--- src/rtl/surround_pkg.sv ---
// rtl/surround_pkg.sv - shared state type, sector codes and helpers for the surround scanner
package surround_pkg;

    // Sweep sequencer states
    typedef enum logic [2:0] {
        ST_IDLE,
        ST_SETTLE,
        ST_TRIG,
        ST_WAIT_ECHO,
        ST_MEASURE,
        ST_NEXT,
        ST_REPORT
    } state_e;

    // Servo position codes
    localparam logic [3:0] SG_PARK  = 4'd0;
    localparam logic [3:0] SG_FIRST = 4'd1;
    localparam logic [3:0] SG_LAST  = 4'd5;

    // Largest of three cycle counts, used to size the shared phase counter
    function automatic int max3(input int a, input int b, input int c);
        int m;
        m = (a > b) ? a : b;
        return (m > c) ? m : c;
    endfunction

endpackage

--- src/rtl/surround_scanner_echo_timer.sv ---
// rtl/surround_scanner_echo_timer.sv - echo synchroniser, edge detect and prescaled distance counter
module echo_timer #(
    parameter int DIV_CYC = 2900,
    parameter int DIST_W  = 10
) (
    input  logic              clk,
    input  logic              rst,
    input  logic              echo_i,
    input  logic              clear_i,
    input  logic              run_i,
    output logic              rise_o,
    output logic              fall_o,
    output logic [DIST_W-1:0] dist_o
);

    localparam int               PRE_W    = (DIV_CYC > 1) ? $clog2(DIV_CYC) : 1;
    localparam logic [PRE_W-1:0] PRE_LAST = PRE_W'(DIV_CYC - 1);

    // sync_q[0]/[1] are the two synchroniser flops, sync_q[2] holds the previous synced level
    logic [2:0] sync_q;

    logic [PRE_W-1:0]  pre_q;
    logic [PRE_W-1:0]  pre_d;
    logic [DIST_W-1:0] dist_q;
    logic [DIST_W-1:0] dist_d;

    // Shift the raw echo through the synchroniser and edge-history flops
    always_ff @(posedge clk or posedge rst) begin
        if (rst) begin
            sync_q <= '0;
        end else begin
            sync_q <= {sync_q[1:0], echo_i};
        end
    end

    assign rise_o = sync_q[1] & ~sync_q[2];
    assign fall_o = ~sync_q[1] & sync_q[2];

    // Prescaler wraps every DIV_CYC run cycles; each wrap adds one saturating distance unit
    always_comb begin
        pre_d  = pre_q;
        dist_d = dist_q;
        if (clear_i) begin
            pre_d  = '0;
            dist_d = '0;
        end else if (run_i) begin
            if (pre_q == PRE_LAST) begin
                pre_d = '0;
                if (dist_q != '1) begin
                    dist_d = dist_q + DIST_W'(1);
                end
            end else begin
                pre_d = pre_q + PRE_W'(1);
            end
        end
    end

    // Prescaler and distance registers
    always_ff @(posedge clk or posedge rst) begin
        if (rst) begin
            pre_q  <= '0;
            dist_q <= '0;
        end else begin
            pre_q  <= pre_d;
            dist_q <= dist_d;
        end
    end

    assign dist_o = dist_q;

endmodule

--- src/rtl/surround_scanner.sv ---
// rtl/surround_scanner.sv - five-sector servo sweep with ultrasonic ranging and nearest-sector report
module surround_scanner #(
    parameter int SETTLE_CYC  = 2000000,
    parameter int TRIG_CYC    = 500,
    parameter int DIV_CYC     = 2900,
    parameter int TIMEOUT_CYC = 1500000,
    parameter int DIST_W      = 10
) (
    input  logic              CLK,
    input  logic              RST,
    input  logic              EN,
    input  logic              ECHO,
    output logic              TRIG,
    output logic [3:0]        minsg,
    output logic              busy,
    output logic              done,
    output logic [3:0]        best_sg,
    output logic [DIST_W-1:0] min_dist
);

    import surround_pkg::*;

    localparam int               CNT_MAX      = max3(SETTLE_CYC, TRIG_CYC, TIMEOUT_CYC);
    localparam int               CNT_W        = (CNT_MAX > 1) ? $clog2(CNT_MAX) : 1;
    localparam logic [CNT_W-1:0] SETTLE_LAST  = CNT_W'(SETTLE_CYC - 1);
    localparam logic [CNT_W-1:0] TRIG_LAST    = CNT_W'(TRIG_CYC - 1);
    localparam logic [CNT_W-1:0] TIMEOUT_LAST = CNT_W'(TIMEOUT_CYC - 1);

    state_e            state_q,    state_d;
    logic [CNT_W-1:0]  cnt_q,      cnt_d;
    logic [3:0]        minsg_q,    minsg_d;     // doubles as the current sector during a sweep
    logic              busy_q,     busy_d;
    logic              done_q,     done_d;
    logic [3:0]        best_sg_q,  best_sg_d;
    logic [DIST_W-1:0] min_dist_q, min_dist_d;
    logic [DIST_W-1:0] smin_q,     smin_d;      // scratch minimum for the sweep in progress
    logic [3:0]        ssg_q,      ssg_d;       // sector holding the scratch minimum
    logic              tmo_q,      tmo_d;       // current sector ended by timeout

    logic              echo_rise;
    logic              echo_fall;
    logic [DIST_W-1:0] echo_dist;
    logic              meas_run;
    logic [DIST_W-1:0] meas_dist;
    logic              better;
    logic [DIST_W-1:0] new_min;
    logic [3:0]        new_sg;

    assign meas_run = (state_q == ST_MEASURE);

    echo_timer #(
        .DIV_CYC (DIV_CYC),
        .DIST_W  (DIST_W)
    ) u_echo_timer (
        .clk     (CLK),
        .rst     (RST),
        .echo_i  (ECHO),
        .clear_i (~meas_run),
        .run_i   (meas_run),
        .rise_o  (echo_rise),
        .fall_o  (echo_fall),
        .dist_o  (echo_dist)
    );

    // Fold the finished sector into the scratch minimum; strict compare keeps the lower sector on ties
    always_comb begin
        meas_dist = tmo_q ? '1 : echo_dist;
        better    = (meas_dist < smin_q);
        new_min   = better ? meas_dist : smin_q;
        new_sg    = better ? minsg_q : ssg_q;
    end

    // Sweep sequencer: next state, counters, scratch tracking and outputs
    always_comb begin
        state_d    = state_q;
        cnt_d      = cnt_q;
        minsg_d    = minsg_q;
        busy_d     = busy_q;
        done_d     = 1'b0;
        best_sg_d  = best_sg_q;
        min_dist_d = min_dist_q;
        smin_d     = smin_q;
        ssg_d      = ssg_q;
        tmo_d      = tmo_q;

        case (state_q)
            ST_IDLE: begin
                if (EN) begin
                    state_d = ST_SETTLE;
                    cnt_d   = '0;
                    minsg_d = SG_FIRST;
                    busy_d  = 1'b1;
                    smin_d  = '1;
                    ssg_d   = SG_FIRST;
                    tmo_d   = 1'b0;
                end
            end
            ST_SETTLE: begin
                if (cnt_q == SETTLE_LAST) begin
                    state_d = ST_TRIG;
                    cnt_d   = '0;
                end else begin
                    cnt_d = cnt_q + CNT_W'(1);
                end
            end
            ST_TRIG: begin
                if (cnt_q == TRIG_LAST) begin
                    state_d = ST_WAIT_ECHO;
                    cnt_d   = '0;
                end else begin
                    cnt_d = cnt_q + CNT_W'(1);
                end
            end
            ST_WAIT_ECHO: begin
                if (echo_rise) begin
                    state_d = ST_MEASURE;
                    cnt_d   = '0;
                    tmo_d   = 1'b0;
                end else if (cnt_q == TIMEOUT_LAST) begin
                    state_d = ST_NEXT;
                    cnt_d   = '0;
                    tmo_d   = 1'b1;
                end else begin
                    cnt_d = cnt_q + CNT_W'(1);
                end
            end
            ST_MEASURE: begin
                if (echo_fall) begin
                    state_d = ST_NEXT;
                    cnt_d   = '0;
                    tmo_d   = 1'b0;
                end else if (cnt_q == TIMEOUT_LAST) begin
                    state_d = ST_NEXT;
                    cnt_d   = '0;
                    tmo_d   = 1'b1;
                end else begin
                    cnt_d = cnt_q + CNT_W'(1);
                end
            end
            ST_NEXT: begin
                smin_d = new_min;
                ssg_d  = new_sg;
                cnt_d  = '0;
                tmo_d  = 1'b0;
                if (minsg_q == SG_LAST) begin
                    // Results become visible during the REPORT cycle together with done
                    state_d    = ST_REPORT;
                    best_sg_d  = new_sg;
                    min_dist_d = new_min;
                    done_d     = 1'b1;
                    busy_d     = 1'b0;
                end else begin
                    state_d = ST_SETTLE;
                    minsg_d = minsg_q + 4'd1;
                end
            end
            ST_REPORT: begin
                cnt_d = '0;
                if (EN) begin
                    state_d = ST_SETTLE;
                    minsg_d = SG_FIRST;
                    busy_d  = 1'b1;
                    smin_d  = '1;
                    ssg_d   = SG_FIRST;
                    tmo_d   = 1'b0;
                end else begin
                    state_d = ST_IDLE;
                    minsg_d = SG_PARK;
                end
            end
            default: begin
                state_d = ST_IDLE;
                cnt_d   = '0;
                minsg_d = SG_PARK;
                busy_d  = 1'b0;
            end
        endcase

        // Losing EN mid-sweep abandons the sweep without touching the published result
        if (!EN && (state_q != ST_IDLE) && (state_q != ST_REPORT)) begin
            state_d    = ST_IDLE;
            cnt_d      = '0;
            minsg_d    = SG_PARK;
            busy_d     = 1'b0;
            done_d     = 1'b0;
            best_sg_d  = best_sg_q;
            min_dist_d = min_dist_q;
            tmo_d      = 1'b0;
        end
    end

    // Sequencer and result registers
    always_ff @(posedge CLK or posedge RST) begin
        if (RST) begin
            state_q    <= ST_IDLE;
            cnt_q      <= '0;
            minsg_q    <= SG_PARK;
            busy_q     <= 1'b0;
            done_q     <= 1'b0;
            best_sg_q  <= SG_PARK;
            min_dist_q <= '1;
            smin_q     <= '1;
            ssg_q      <= SG_FIRST;
            tmo_q      <= 1'b0;
        end else begin
            state_q    <= state_d;
            cnt_q      <= cnt_d;
            minsg_q    <= minsg_d;
            busy_q     <= busy_d;
            done_q     <= done_d;
            best_sg_q  <= best_sg_d;
            min_dist_q <= min_dist_d;
            smin_q     <= smin_d;
            ssg_q      <= ssg_d;
            tmo_q      <= tmo_d;
        end
    end

    // TRIG decodes straight from the state register so reset drops it without waiting for a clock
    assign TRIG     = (state_q == ST_TRIG);
    assign minsg    = minsg_q;
    assign busy     = busy_q;
    assign done     = done_q;
    assign best_sg  = best_sg_q;
    assign min_dist = min_dist_q;

endmodule

--- config.mk ---
export PLATFORM = sky130hd
export DESIGN_NAME = surround_scanner
export DESIGN_NICKNAME = d
export VERILOG_FILES = /design/src/rtl/surround_pkg.sv /design/src/rtl/surround_scanner_echo_timer.sv /design/src/rtl/surround_scanner.sv
export SDC_FILE = /design/constraint.sdc
export NUM_CORES = 1
export LEC_CHECK = 0
export BUFFER_PORTS_ARGS = -buffer_cell sky130_fd_sc_hd__buf_4
export CELL_PAD_IN_SITES_DETAIL_PLACEMENT = 0
export CELL_PAD_IN_SITES_GLOBAL_PLACEMENT = 1
export CORE_UTILIZATION = 34
export DETAILED_ROUTE_END_ITERATION = 16
export PLACE_DENSITY_LB_ADDON = 0.1
export SYNTH_ARGS = -nofsm -noshare
export SYNTH_HDL_FRONTEND = slang
export SYNTH_SLANG_ARGS = --single-unit
export TNS_END_PERCENT = 50
--- constraint.sdc ---
create_clock -name CLK -period 4.6 [get_ports CLK]
set_clock_uncertainty 0.05 [all_clocks]
set_input_delay 0.92 -clock CLK [delete_from_list [all_inputs] [get_ports CLK]]
set_output_delay 0.92 -clock CLK [all_outputs]
set_load 0.05 [all_outputs]
== Word-level counts from Yosys, hierarchy flattened ==
Index checks and enable logic that the tools add are counted.
Operators by class
  add/sub/neg operators: 4
  order comparisons: 1
  equal/unequal tests: 23
  muxes and demuxes: 47
  bitwise gates (word level): 5
  reduce and logical (&&, ||, !) cells: 16
Operators by type and width (count)
  21-bit 2-to-1 mux: 7
  21-bit case mux with 5 select lines: 1
  10-bit 2-to-1 mux: 6
  21-bit equality test, second input constant: 2
  12-bit 2-to-1 mux: 2
  3-bit 2-to-1 mux: 8
  21-bit by 1-bit adder with 21-bit output, second input constant: 1
  21-bit by 9-bit equality test with 1-bit output, second input constant: 1
  3-bit case mux with 7 select lines: 1
  10-bit case mux with 2 select lines: 1
  4-bit 2-to-1 mux: 4
  4-bit case mux with 4 select lines: 1
  3-bit != test, second input constant: 5
  1-bit 2-to-1 mux: 13
  12-bit by 1-bit adder with 12-bit output, second input constant: 1
  12-bit equality test, second input constant: 1
  3-bit AND reduction: 4
  10-bit by 1-bit adder with 10-bit output, second input constant: 1
  10-bit < comparator: 1
  10-bit != test, second input constant: 1
  3-bit equality test, second input constant: 3
  2-bit by 1-bit != test with 1-bit output, second input constant: 4
  4-bit case mux with 2 select lines: 1
  3-bit by 2-bit equality test with 1-bit output, second input constant: 2
  17 further kinds: 24
Storage, ports and cells
  bits in registers: 84
  input bits: 4
  output and inout port bits: 21
  logic and storage cells: 109

== Longest topological paths before layout ==
Gate-level depths: netlist of run 1.
  depth in word-level cells: 5
  gate-level depth with buffers: 11
  depth with buffers taken out: 9

== Cells and area by module ==
Synthesis of run 1 repeated with hierarchy kept, for this count alone.
Second synthesis, totals
  cell total of the unflattened synthesis: 529
  area total of the unflattened synthesis: 4828.4 um2
Modules (own cells, without submodules)
  surround_scanner: instances 1, cells an instance 395, area an instance 3507.1 um2, seq. area each 1502.7 um2
  echo_timer: instances 1, cells an instance 134, area an instance 1321.3 um2, seq. area each 625.6 um2

== Worst setup path before layout of run 1 ==
No wires, ideal clock.
  kind: flip-flop to flip-flop
  from: register tmo_q
  to: register smin_q[0]
  library setup time: 68 ps
  arrival: 2453 ps
  required time: 4482 ps
  slack: 2029 ps
  stages on the path, launching flop included: 12
  period minus slack after synthesis: 2571 ps
  cell sequence: dfrtp_1 clkbuf_1 nor2_1 inv_1 ha_1 a21o_1 a21o_1 a21o_1 a2111oi_4 buf_6 nor3_1 a21oi_2
On the way
  cells in the longest elaborated chain, start to end: 4
Ends and longest elaborated chain
  start: declaration: RTL line surround_scanner.sv:38  | logic tmo_q, tmo_d;
  start signal: assignment: RTL line surround_scanner.sv:215  | tmo_q <= tmo_d;
  10-bit 2-to-1 mux *: RTL line surround_scanner.sv:67  | meas_dist = tmo_q ? '1 : echo_dist;
  10-bit < comparator: RTL line surround_scanner.sv:68  | better = (meas_dist < smin_q);
  10-bit 2-to-1 mux *: RTL line surround_scanner.sv:69  | new_min = better ? meas_dist : smin_q;
  10-bit case mux with 2 select lines *: RTL line surround_scanner.sv:86  | case (state_q)
  end signal: assignment: RTL line surround_scanner.sv:213  | smin_q <= smin_d;
  end: declaration: RTL line surround_scanner.sv:36  | logic [DIST_W-1:0] smin_q, smin_d;
Mark *: on every way between the ends. The rest lies on a longest branch, timed or not.
A chain may end at the register's enable or synchronous reset.

== Final worst setup path of run 1 ==
  from: register tmo_q
  to: register min_dist_q[4], in the netlist min_dist[4]
On the way
  cells in the longest elaborated chain, start to end: 3
Ends and longest elaborated chain
  10-bit 2-to-1 mux *: RTL line surround_scanner.sv:67
  10-bit < comparator: RTL line surround_scanner.sv:68
  10-bit 2-to-1 mux *: RTL line surround_scanner.sv:69
  end signal: assignment: RTL line surround_scanner.sv:212  | min_dist_q <= min_dist_d;
  end: declaration: RTL line surround_scanner.sv:35  | logic [DIST_W-1:0] min_dist_q, min_dist_d;
Marked as above.

==> out/qor.yml, run 1 <==
min_path_type: "flop to flop"
synth.most_common_cell: "dfrtp_1"
grt_pass1_wl_um: 18700
status: "finished, final reports clean"
critPathSlowestCell: "a21oi_1"
post_cts_buffers: 0
synth-main-ff-cell: "dfrtp_1"
ioPinCount: 25
netlist_top_cells_area: "dfrtp_1 34%, dfstp_2 12%, nor2_1 4.7%"
synth_area_um2: 4600
cts_tree: "yes"
cts_hold_buf: 0
p_per_area_nw_per_um2: 383
final_max_slew_viol_count: 0
via_per_inst: 5.33
numCtsBuffers: 9
finalWirelength_um: 11000
fin_nets: 535
die-area_um2: 14000
ys_ff_latch: 84
grt_setup_unrepaired: "no"
track_usage: 0.168
core_um2: 13200
synth_top_area_share: 0.343
ys_seq_area_frac: 0.463
yosysWarnings: 0
worstPathRequired_ns: 4.81
ir_drop_mv: 0.167
drc: 0
ant_nets: 0
end_kind: "flop"
maxCapViolations: 0
slew_headroom: 0.267
drive_gt1_frac: 0.157
clock.fmax_ghz: 0.324
wl_per_cell_um: 15.7
clk_latency_ns: 0.34
num_rows: 42
cts_resized: 0
globalRouteOverflowTotal: 0
ys_top_cells_by_count: "63 x dfrtp_1, 57 x nor2_1, 45 x nand2_1, 26 x nand3_1"
syn_inst: 499
synth_area_per_cell_um2: 9.22
synthDistinctLibCells: 64
dp_hpwl_um: 7500
grt_start_max_net_pins: 50
antenna_found_initial: 0
fp.dieW_um: 118
fillCellCount: 1348
async_flop_share: 1.00
slowest_delay_ns: 0.85
fin_util: 0.399
post-route-min-period_ns: 3.08
synth_largest_area_cell: "dfrtp_1"
htreeDepth: 3
fin_crit_sh: 0.670
worst_pin_slew_ns: 1.10
hold_viol_final: 0
worstSetupPathType: "flop to flop"
dr.pass1.iters: 4
die_y_um: 118
grt_pass1_vias: 3628
critPathArrivalTime_ns: 3.29
place_congestion: 0.753
portBuffers: 24
setup_tns_ns: 0
syn-num-nets: 517
finalSetupViolCount: 0
path_cells: "nor2_1 > inv_1 > ha_1 > a21o_1 > a21o_1 > a21o_1 > a21oi_1 > nor3_1 > a221o_1"
synth_edf_count: 0
n_antenna_cell: 0
cts_root_buf: "clkbuf_16"
numClockSinks: 84
cp_max_fo: 13
critical_path.most_common_cell: "a21o_1"
area_growth_pct: 15.0
drtIter0Drc: 197
clkSlewWorstSetupHoldPaths_ns: 0.06
clockBufferDepth: 2
vias: 3721
p_leak_nw: 2.35
start_util: 0.347
power_mw: 2.03
start_kind: "flop"
## state kept, by name, summed over array words and instances, names as in the netlist
signal	flops
state_q	3
busy	1
best_sg	4
u_echo_timer.pre_q	12
done	1
minsg	4
smin_q	10
ssg_q	4
min_dist	10
tmo_q	1
u_echo_timer.dist_o	10
cnt_q	21
u_echo_timer.sync_q	3
## stage by stage
stage	instance area, um2	hold slack [ns]	setup WS, ns	cells
final	5290	0.301	1.52	698
after global routing	5290	0.330	1.36	698
after CTS	5290	0.304	1.51	698
after global placement	4940	0.283	1.58	682
after detailed placement	4940	0.290	1.51	682
after floorplan	4600	0.281	1.50	499
## critical path: cells and delay by family (launching register included)
| kind | cells | cell delay (ns) |
|---|---|---|
| AO/OA/AOI/OAI | 5 | 1.74 |
| flip-flops | 1 | 0.50 |
| adder cells (fa/ha/maj) | 1 | 0.31 |
| AND/OR/NAND/NOR | 2 | 0.28 |
| buffers and inverters | 1 | 0.11 |
## kinds of logic after synthesis
| kind of cell | Yosys count | share of synthesized area |
|---|---|---|
| and+or+nand+nor | 218 | 0.238 |
| AOI/OAI and AO/OA | 112 | 0.173 |
| DFF | 84 | 0.463 |
| buffers and inverters | 49 | 0.0454 |
| xor gates and xnor gates | 19 | 0.0362 |
| adders and majority gates | 14 | 0.0381 |
| muxes | 3 | 0.00653 |
## final timing paths
path / start / end / slack [ns] / cells past startpoint
setup / recovery: tmo_q / min_dist[4] / 1.52 / 9
hold / removal: u_echo_timer.sync_q[0] / u_echo_timer.sync_q[1] / 0.30 / 0
setup reg to reg: tmo_q / min_dist[4] / 1.52 / 9
hold reg to reg: u_echo_timer.sync_q[0] / u_echo_timer.sync_q[1] / 0.30 / 0
max in group asynchronous: RST / min_dist[6] / 2.79 / 3
min in group asynchronous: RST / cnt_q[3] / 0.70 / 2
## power breakdown
| group | switching [mW] | internal [mW] | leakage, nW | total, mW |
|---|---|---|---|---|
| Sequential | 0.0530 | 0.764 | 1.08 | 0.817 |
| Combinational | 0.249 | 0.106 | 1.09 | 0.355 |
| Clock | 0.293 | 0.560 | 0.173 | 0.853 |
| Total | 0.595 | 1.43 | 2.35 | 2.03 |
## layer usage
| layer | track usage | part of all wire | up-vias |
|---|---|---|---|
| met4 | 0.0561 | 0.0078 | 0 |
| li1 | - | - | 1826 |
| met3 | 0.0362 | 0.033 | 6 |
| met5 | 0 | 0 | - |
| met2 | 0.268 | 0.47 | 67 |
| met1 | 0.226 | 0.49 | 1822 |
## final cells by class
| cell class | instances | area, um2 | share of cell area |
|---|---|---|---|
| repair buffers | 29 | 218 | 0.0412 |
| inverters | 27 | 103 | 0.0194 |
| clock buffers | 12 | 256 | 0.0485 |
| multi-input cells | 366 | 2270 | 0.429 |
| well taps | 176 | 220 | 0.0416 |
| clock inverters | 4 | 95.1 | 0.0180 |
| flip-flops and latches | 84 | 2130 | 0.402 |
## layout by cell type, fill, tap and decap left out, types with 8 or more instances in the layout
| cell | Yosys | final |
|---|---|---|
| and3_1 | 9 | 9 |
| ha_1 | 14 | 14 |
| nand4_1 | 12 | 12 |
| clkbuf_16 | 0 | 9 |
| o31ai_1 | 11 | 11 |
| nor3_1 | 25 | 24 |
| inv_1 | 25 | 24 |
| a21oi_1 | 22 | 22 |
| dfrtp_1 | 63 | 63 |
| nand2_1 | 45 | 45 |
| xor2_1 | 13 | 13 |
| nor2_1 | 57 | 57 |
| nand3_1 | 26 | 26 |
| o21ai_0 | 16 | 16 |
| buf_4 | 3 | 29 |
| o21ai_1 | 13 | 13 |
| dfstp_2 | 21 | 21 |
| nand2b_1 | 8 | 8 |
Note: power is estimated with default switching activity, not from simulation.
==> run 2: changes to the inputs <==
==> constraint.sdc (replaced) <==
create_clock -name CLK -period 2.7 [get_ports CLK]
set_clock_uncertainty 0.05 [all_clocks]
set_input_delay 0.54 -clock CLK [delete_from_list [all_inputs] [get_ports CLK]]
set_output_delay 0.54 -clock CLK [all_outputs]
set_load 0.05 [all_outputs]
==> out/qor.yml, run 2 (same netlist as run 1, synthesis figures left out) <==
final_common_cell: "dfrtp_1"  # unchanged
via_per_inst: 5.19  # was 5.33
worstPathRequired_ns: 2.92  # was 4.81 ns
maxCapViolations: 0  # unchanged
p_sw_mw: 1.01  # was 595 uW
drc: 0  # unchanged
slew_headroom: 0.505  # was 0.267
p_clk_frac: 0.399  # was 0.421
worst_pin_slew_ns: 0.740  # was 1.10 ns
numCtsBuffers: 9  # unchanged
hold_viol_final: 0  # unchanged
wl_per_cell_um: 15.4  # was 15.7 um
reg2reg_depth: 10  # was 9
numClockSinks: 84  # unchanged
grt_start_max_net_pins: 45  # was 50
post-route-min-period_ns: 2.53  # was 3.08 ns
fin_nets: 548  # was 535
pwr-share-comb: 0.184  # was 0.175
clkSlewWorstSetupHoldPaths_ns: 0.06  # about the same
area_growth_pct: 17.5  # was 15.0%
status: "finished, final reports clean"  # unchanged
mostFrequentLayoutCells: "62 x dfrtp_1, 55 x nor2_1, 45 x nand2_1, 39 x buf_4, 26 x nand3_1"  # was 63 x dfrtp_1, 57 x nor2_1, 45 x nand2_1, 29 x buf_4, 26 x nand3_1
cts_tree: "yes"  # unchanged
globalRouteOverflowTotal: 0  # unchanged
ioPinCount: 25  # unchanged
end_kind: "flop"  # unchanged
critPathArrivalTime_ns: 2.75  # was 3.29 ns
grt_pass1_wl_um: 19200  # was 18,700 um
dp_hpwl_um: 7770  # was 7500 um
startpoint: "tmo_q"  # unchanged
portBuffers: 24  # unchanged
dr.pass1.iters: 4  # unchanged
n_antenna_cell: 0  # unchanged
fin_hold_ws_ns: 0.186  # was 0.301 ns
track_usage: 0.174  # was 0.168
fin_crit_sh: 0.938  # was 0.670
ant_nets: 0  # unchanged
die_y_um: 118  # unchanged
clock.fmax_ghz: 0.395  # was 0.324 GHz
rrSetupSlack_ns: 0.17  # was 1.52 ns
worstSetupPathType: "flop to flop"  # unchanged
slowest_delay_ns: 0.49  # was 0.85 ns
start_kind: "flop"  # unchanged
antenna_found_initial: 0  # unchanged
clockBufferDepth: 2  # unchanged
clk_latency_ns: 0.34  # about the same
p_per_area_nw_per_um2: 617  # was 383 nW/um2
cellInternalPower_mw: 2.32  # was 1.43 mW
place_congestion: 0.798  # was 0.753
htreeDepth: 3  # unchanged
setup_tns_ns: 0  # unchanged
cp_max_fo: 14  # was 13
num_rows: 42  # unchanged
top_register: "cnt_q"  # unchanged
drive_gt1_frac: 0.183  # was 0.157
r2r-end: "smin_q[5]"  # was min_dist[4]
die-area_um2: 14000  # unchanged
reg2reg_from: "tmo_q"  # unchanged
finalWirelength_um: 11000  # about the same
start_util: 0.347  # unchanged
ir_drop_mv: 0.263  # was 0.167 mV
min_path_type: "input port to asynchronous set/reset pin"  # was flop to flop
seqPwrFrac: 0.417  # was 0.404
drtIter0Drc: 170  # was 197
final_max_slew_viol_count: 0  # unchanged
grt_pass1_vias: 3738  # was 3,628
critPathSlowestCell: "dfrtp_2"  # was a21oi_1
finalSetupViolCount: 0  # unchanged
largest_reg_flops: 21  # unchanged
vias: 3691  # was 3,721
reg_top3: "cnt_q (21), u_echo_timer.pre_q (12)"  # unchanged
cts_root_buf: "clkbuf_16"  # unchanged
p_leak_nw: 2.41  # was 2.35 nW
switching_share: 0.303  # was 0.294
core_um2: 13200  # unchanged
fp.dieW_um: 118  # unchanged
path_cells: "nor2_1 > inv_1 > ha_1 > a2111oi_1 > o21ai_1 > a2111oi_4 > buf_4 > buf_12 > nor3_1 > a21oi_1"  # was nor2_1 > inv_1 > ha_1 > a21o_1 > a21o_1 > a21o_1 > a21oi_1 > nor3_1 > a221o_1
run 2: cell types whose count changed in the layout (fill, tap and decap cells not counted), moves of 2 or more:
| cell | delta |
|---|---|
| buf_12 | +2 |
| buf_4 | +10 |
| nor2_1 | -2 |
| nor2_2 | +2 |
run 2: area by class of cell:
class,instances,area (um2)
fillers,1370,7840
multi-input cells,366,2270
flip-flops and latches,84,2130
repair buffers,42,358
clock buffers,11,243
well taps,176,220
inverters,27,105
clock inverters,5,75.1
run 2: worst max-delay path by stage:
stage	slack [ns]	endpoint	cells after the start
2_1_floorplan	0.13	smin_q[0]	11
3_3_place_gp	0.20	smin_q[4]	9
3_5_place_dp	0.06	smin_q[5]	9
4_1_cts	0.06	smin_q[5]	9
5_1_grt	-0.02	smin_q[7]	10
6_report	0.17	smin_q[5]	10
run 2: repair_timing:
action                                  4_1_cts  5_1_grt
gates resized for setup                       0        4
buffers inserted                              0        2
endpoints found under the setup margin        0       18
hold buffers                                  0        0
run 2: critical path, delay by kind of cell, from the launching register on:
family          cells  cell delay [ns]
compound gates      4             1.08
flops               1             0.49
buf+inv             3             0.42
simple gates        2             0.24
fa+ha+maj           1             0.18
run 2: per-layer routing:
metal / wire length (um) / vias up / global-route usage
li1: - / 1850 / -
met1: 5340 / 1777 / 0.234
met2: 5100 / 50 / 0.271
met3: 285 / 14 / 0.0265
met4: 240 / 0 / 0.0881
met5: 0 / - / 0
run 2: power groups by stage:
stage,sequential [mW],combinational [mW],clock [mW]
floorplan,1.41,0.432,0
CTS,1.39,0.626,1.38
global placement,1.41,0.624,0
global route,1.40,0.693,1.43
finish,1.39,0.614,1.33
detailed placement,1.41,0.624,0
run 2: per-stage QoR:
stage                     worst slack, ns  cells   util  instance area (um2)  total power, mW
after floorplan                     0.129    499      -                 4600             1.84
after global placement              0.196    692  0.381                 5040             2.03
after detailed placement           0.0571    692  0.381                 5040             2.04
after CTS                          0.0584    708  0.405                 5360             3.39
after global routing              -0.0156    711  0.408                 5410             3.52
final                               0.168    711  0.408                 5410             3.33
==> run 3: changes to the inputs <==
--- a/config.mk
+++ b/config.mk
@@ -11,6 +11,7 @@
 export CORE_UTILIZATION = 34
 export DETAILED_ROUTE_END_ITERATION = 16
 export PLACE_DENSITY_LB_ADDON = 0.1
+export REMOVE_ABC_BUFFERS = 1
 export SYNTH_ARGS = -nofsm -noshare
 export SYNTH_HDL_FRONTEND = slang
 export SYNTH_SLANG_ARGS = --single-unit
==> out/qor.yml, run 3 (same netlist as run 1, synthesis figures left out) <==
status: "finished, final reports clean"  # unchanged
fin_crit_sh: 0.922  # was 0.938
post_cts_buffers: 0  # unchanged
dp_hpwl_um: 7700  # was 7770 um
pwr-share-comb: 0.183  # was 0.184
vias: 3715  # was 3,691
maxCapViolations: 0  # unchanged
largest_reg_flops: 21  # unchanged
mostFrequentLayoutCells: "63 x dfrtp_1, 55 x nor2_1, 45 x nand2_1, 34 x buf_4, 26 x nand3_1"  # was 62 x dfrtp_1, 55 x nor2_1, 45 x nand2_1, 39 x buf_4, 26 x nand3_1
grt_pass1_vias: 3661  # was 3,738
grt_pass1_wl_um: 18600  # was 19,200 um
stdcell_count: 706  # was 711
die-area_um2: 14000  # unchanged
switching_share: 0.303  # about the same
grt_setup_unrepaired: "no"
start_kind: "flop"  # unchanged
hold_viol_final: 0  # unchanged
drc: 0  # unchanged
finalWirelength_um: 10800  # was 11,000 um
end_kind: "flop"  # unchanged
clockBufferDepth: 2  # unchanged
p_sw_uw: 999  # was 1.01 mW
die_y_um: 118  # unchanged
drive_gt1_frac: 0.174  # was 0.183
fp.dieW_um: 118  # unchanged
ant_nets: 0  # unchanged
fillCellCount: 1364  # was 1,370
p_per_area_nw_per_um2: 613  # was 617 nW/um2
numClockSinks: 84  # unchanged
rrSetupSlack_ns: 0.21  # was 0.17 ns
final_common_cell: "dfrtp_1"  # unchanged
final_area_um2: 5380  # was 5410 um2
seqPwrFrac: 0.421  # was 0.417
area_growth_pct: 16.9  # was 17.5%
p_clk_frac: 0.396  # was 0.399
wl_per_cell_um: 15.4  # about the same
min_path_type: "input port to asynchronous set/reset pin"  # unchanged
post-route-min-period_ns: 2.49  # was 2.53 ns
portBuffers: 24  # unchanged
top_register: "cnt_q"  # unchanged
setup_ws_ns: 0.211  # was 0.168 ns
htreeDepth: 3  # unchanged
cts_tree: "yes"  # unchanged
n_antenna_cell: 0  # unchanged
worstSetupPathType: "flop to flop"  # unchanged
fin_nets: 543  # was 548
fin_util: 0.406  # was 0.408
critPathArrivalTime_ns: 2.71  # was 2.75 ns
final_max_slew_viol_count: 0  # unchanged
cts_hold_buf: 0  # unchanged
place_area_um2: 5010  # was 5040 um2
core_um2: 13200  # unchanged
clkSlewWorstSetupHoldPaths_ns: 0.06  # about the same
ir_drop_mv: 0.369  # was 0.263 mV
reg_top3: "cnt_q (21), u_echo_timer.pre_q (12)"  # unchanged
antenna_found_initial: 0  # unchanged
dpl.cell_count: 689  # was 692
clock.fmax_ghz: 0.402  # was 0.395 GHz
worstPathRequired_ns: 2.92  # about the same
numCtsBuffers: 9  # unchanged
track_usage: 0.168  # was 0.174
setup_tns_ns: 0  # unchanged
start_util: 0.347  # unchanged
pre_cts_ws_ns: -0.00503  # was 0.0571 ns
via_per_inst: 5.26  # was 5.19
place_congestion: 0.752  # was 0.798
slew_headroom: 0.514  # was 0.505
finalSetupViolCount: 0  # unchanged
grt_start_max_net_pins: 39  # was 45
fin_hold_ws_ns: 0.238  # was 0.186 ns
ioPinCount: 25  # unchanged
worst_pin_slew_ns: 0.727  # was 0.740 ns
cts_root_buf: "clkbuf_16"  # unchanged
num_rows: 42  # unchanged
clk_latency_ns: 0.34  # about the same
cellInternalPower_mw: 2.30  # was 2.32 mW
drtIter0Drc: 184  # was 170
dr.pass1.iters: 4  # unchanged
globalRouteOverflowTotal: 0  # unchanged
power_mw: 3.30  # was 3.33 mW
p_leak_nw: 2.38  # was 2.41 nW
cp_max_fo: 14  # unchanged
## run 3: path summary, 6_finish.rpt
kind                                         from                      to  cells past startpoint
max                        u_echo_timer.dist_o[3]               smin_q[2]                      9
min reg2reg                u_echo_timer.sync_q[0]  u_echo_timer.sync_q[1]                      0
max reg2reg                u_echo_timer.dist_o[3]               smin_q[2]                      9
min                                           RST   u_echo_timer.pre_q[6]                      2
max in group asynchronous                     RST               smin_q[0]                      3
min in group CLK                             ECHO  u_echo_timer.sync_q[0]                      1
## run 3: routing by layer
layer | share of wire | GRT usage | routed length, um | up-vias
li1 | - | - | - | 1846
met4 | 0.017 | 0.0641 | 181 | 0
met3 | 0.030 | 0.0401 | 327 | 13
met2 | 0.46 | 0.264 | 5030 | 54
met1 | 0.49 | 0.222 | 5310 | 1802
met5 | 0 | 0 | 0 | -
## run 3: worst max-delay path, cell delays in order, from the launching register on
cell       delay (ns)
dfrtp_1          0.43
nor2_1           0.17
inv_1            0.08
ha_1             0.33
a2111oi_4        0.35
o21ai_2          0.14
a2111oi_4        0.47
buf_12           0.20
nor3_1           0.05
a21oi_1          0.15
## run 3: layout make-up
cell class,instances,area [um2],share of cell area
Timing Repair Buffer,37,320,0.0596
Clock inverter,3,65.1,0.0121
Multi-Input combinational cell,366,2300,0.428
Inverter,27,103,0.0191
Sequential cell,84,2130,0.396
Clock buffer,13,240,0.0447
Tap cell,176,220,0.0410
## run 3: power groups by stage
stage                     Clock [mW]  Combinational (mW)  Sequential, mW
final                           1.31               0.602            1.39
after global routing            1.40               0.668            1.40
after CTS                       1.35               0.615            1.39
after detailed placement           0               0.612            1.41
after global placement             0               0.615            1.41
after floorplan                    0               0.369            1.42
## run 3: timing repair
action	in CTS	in global routing
endpoints found under the setup margin	9	21
gates cloned	0	1
hold endpoints to repair	0	0
pin swaps	0	1
gates resized for setup	1	6
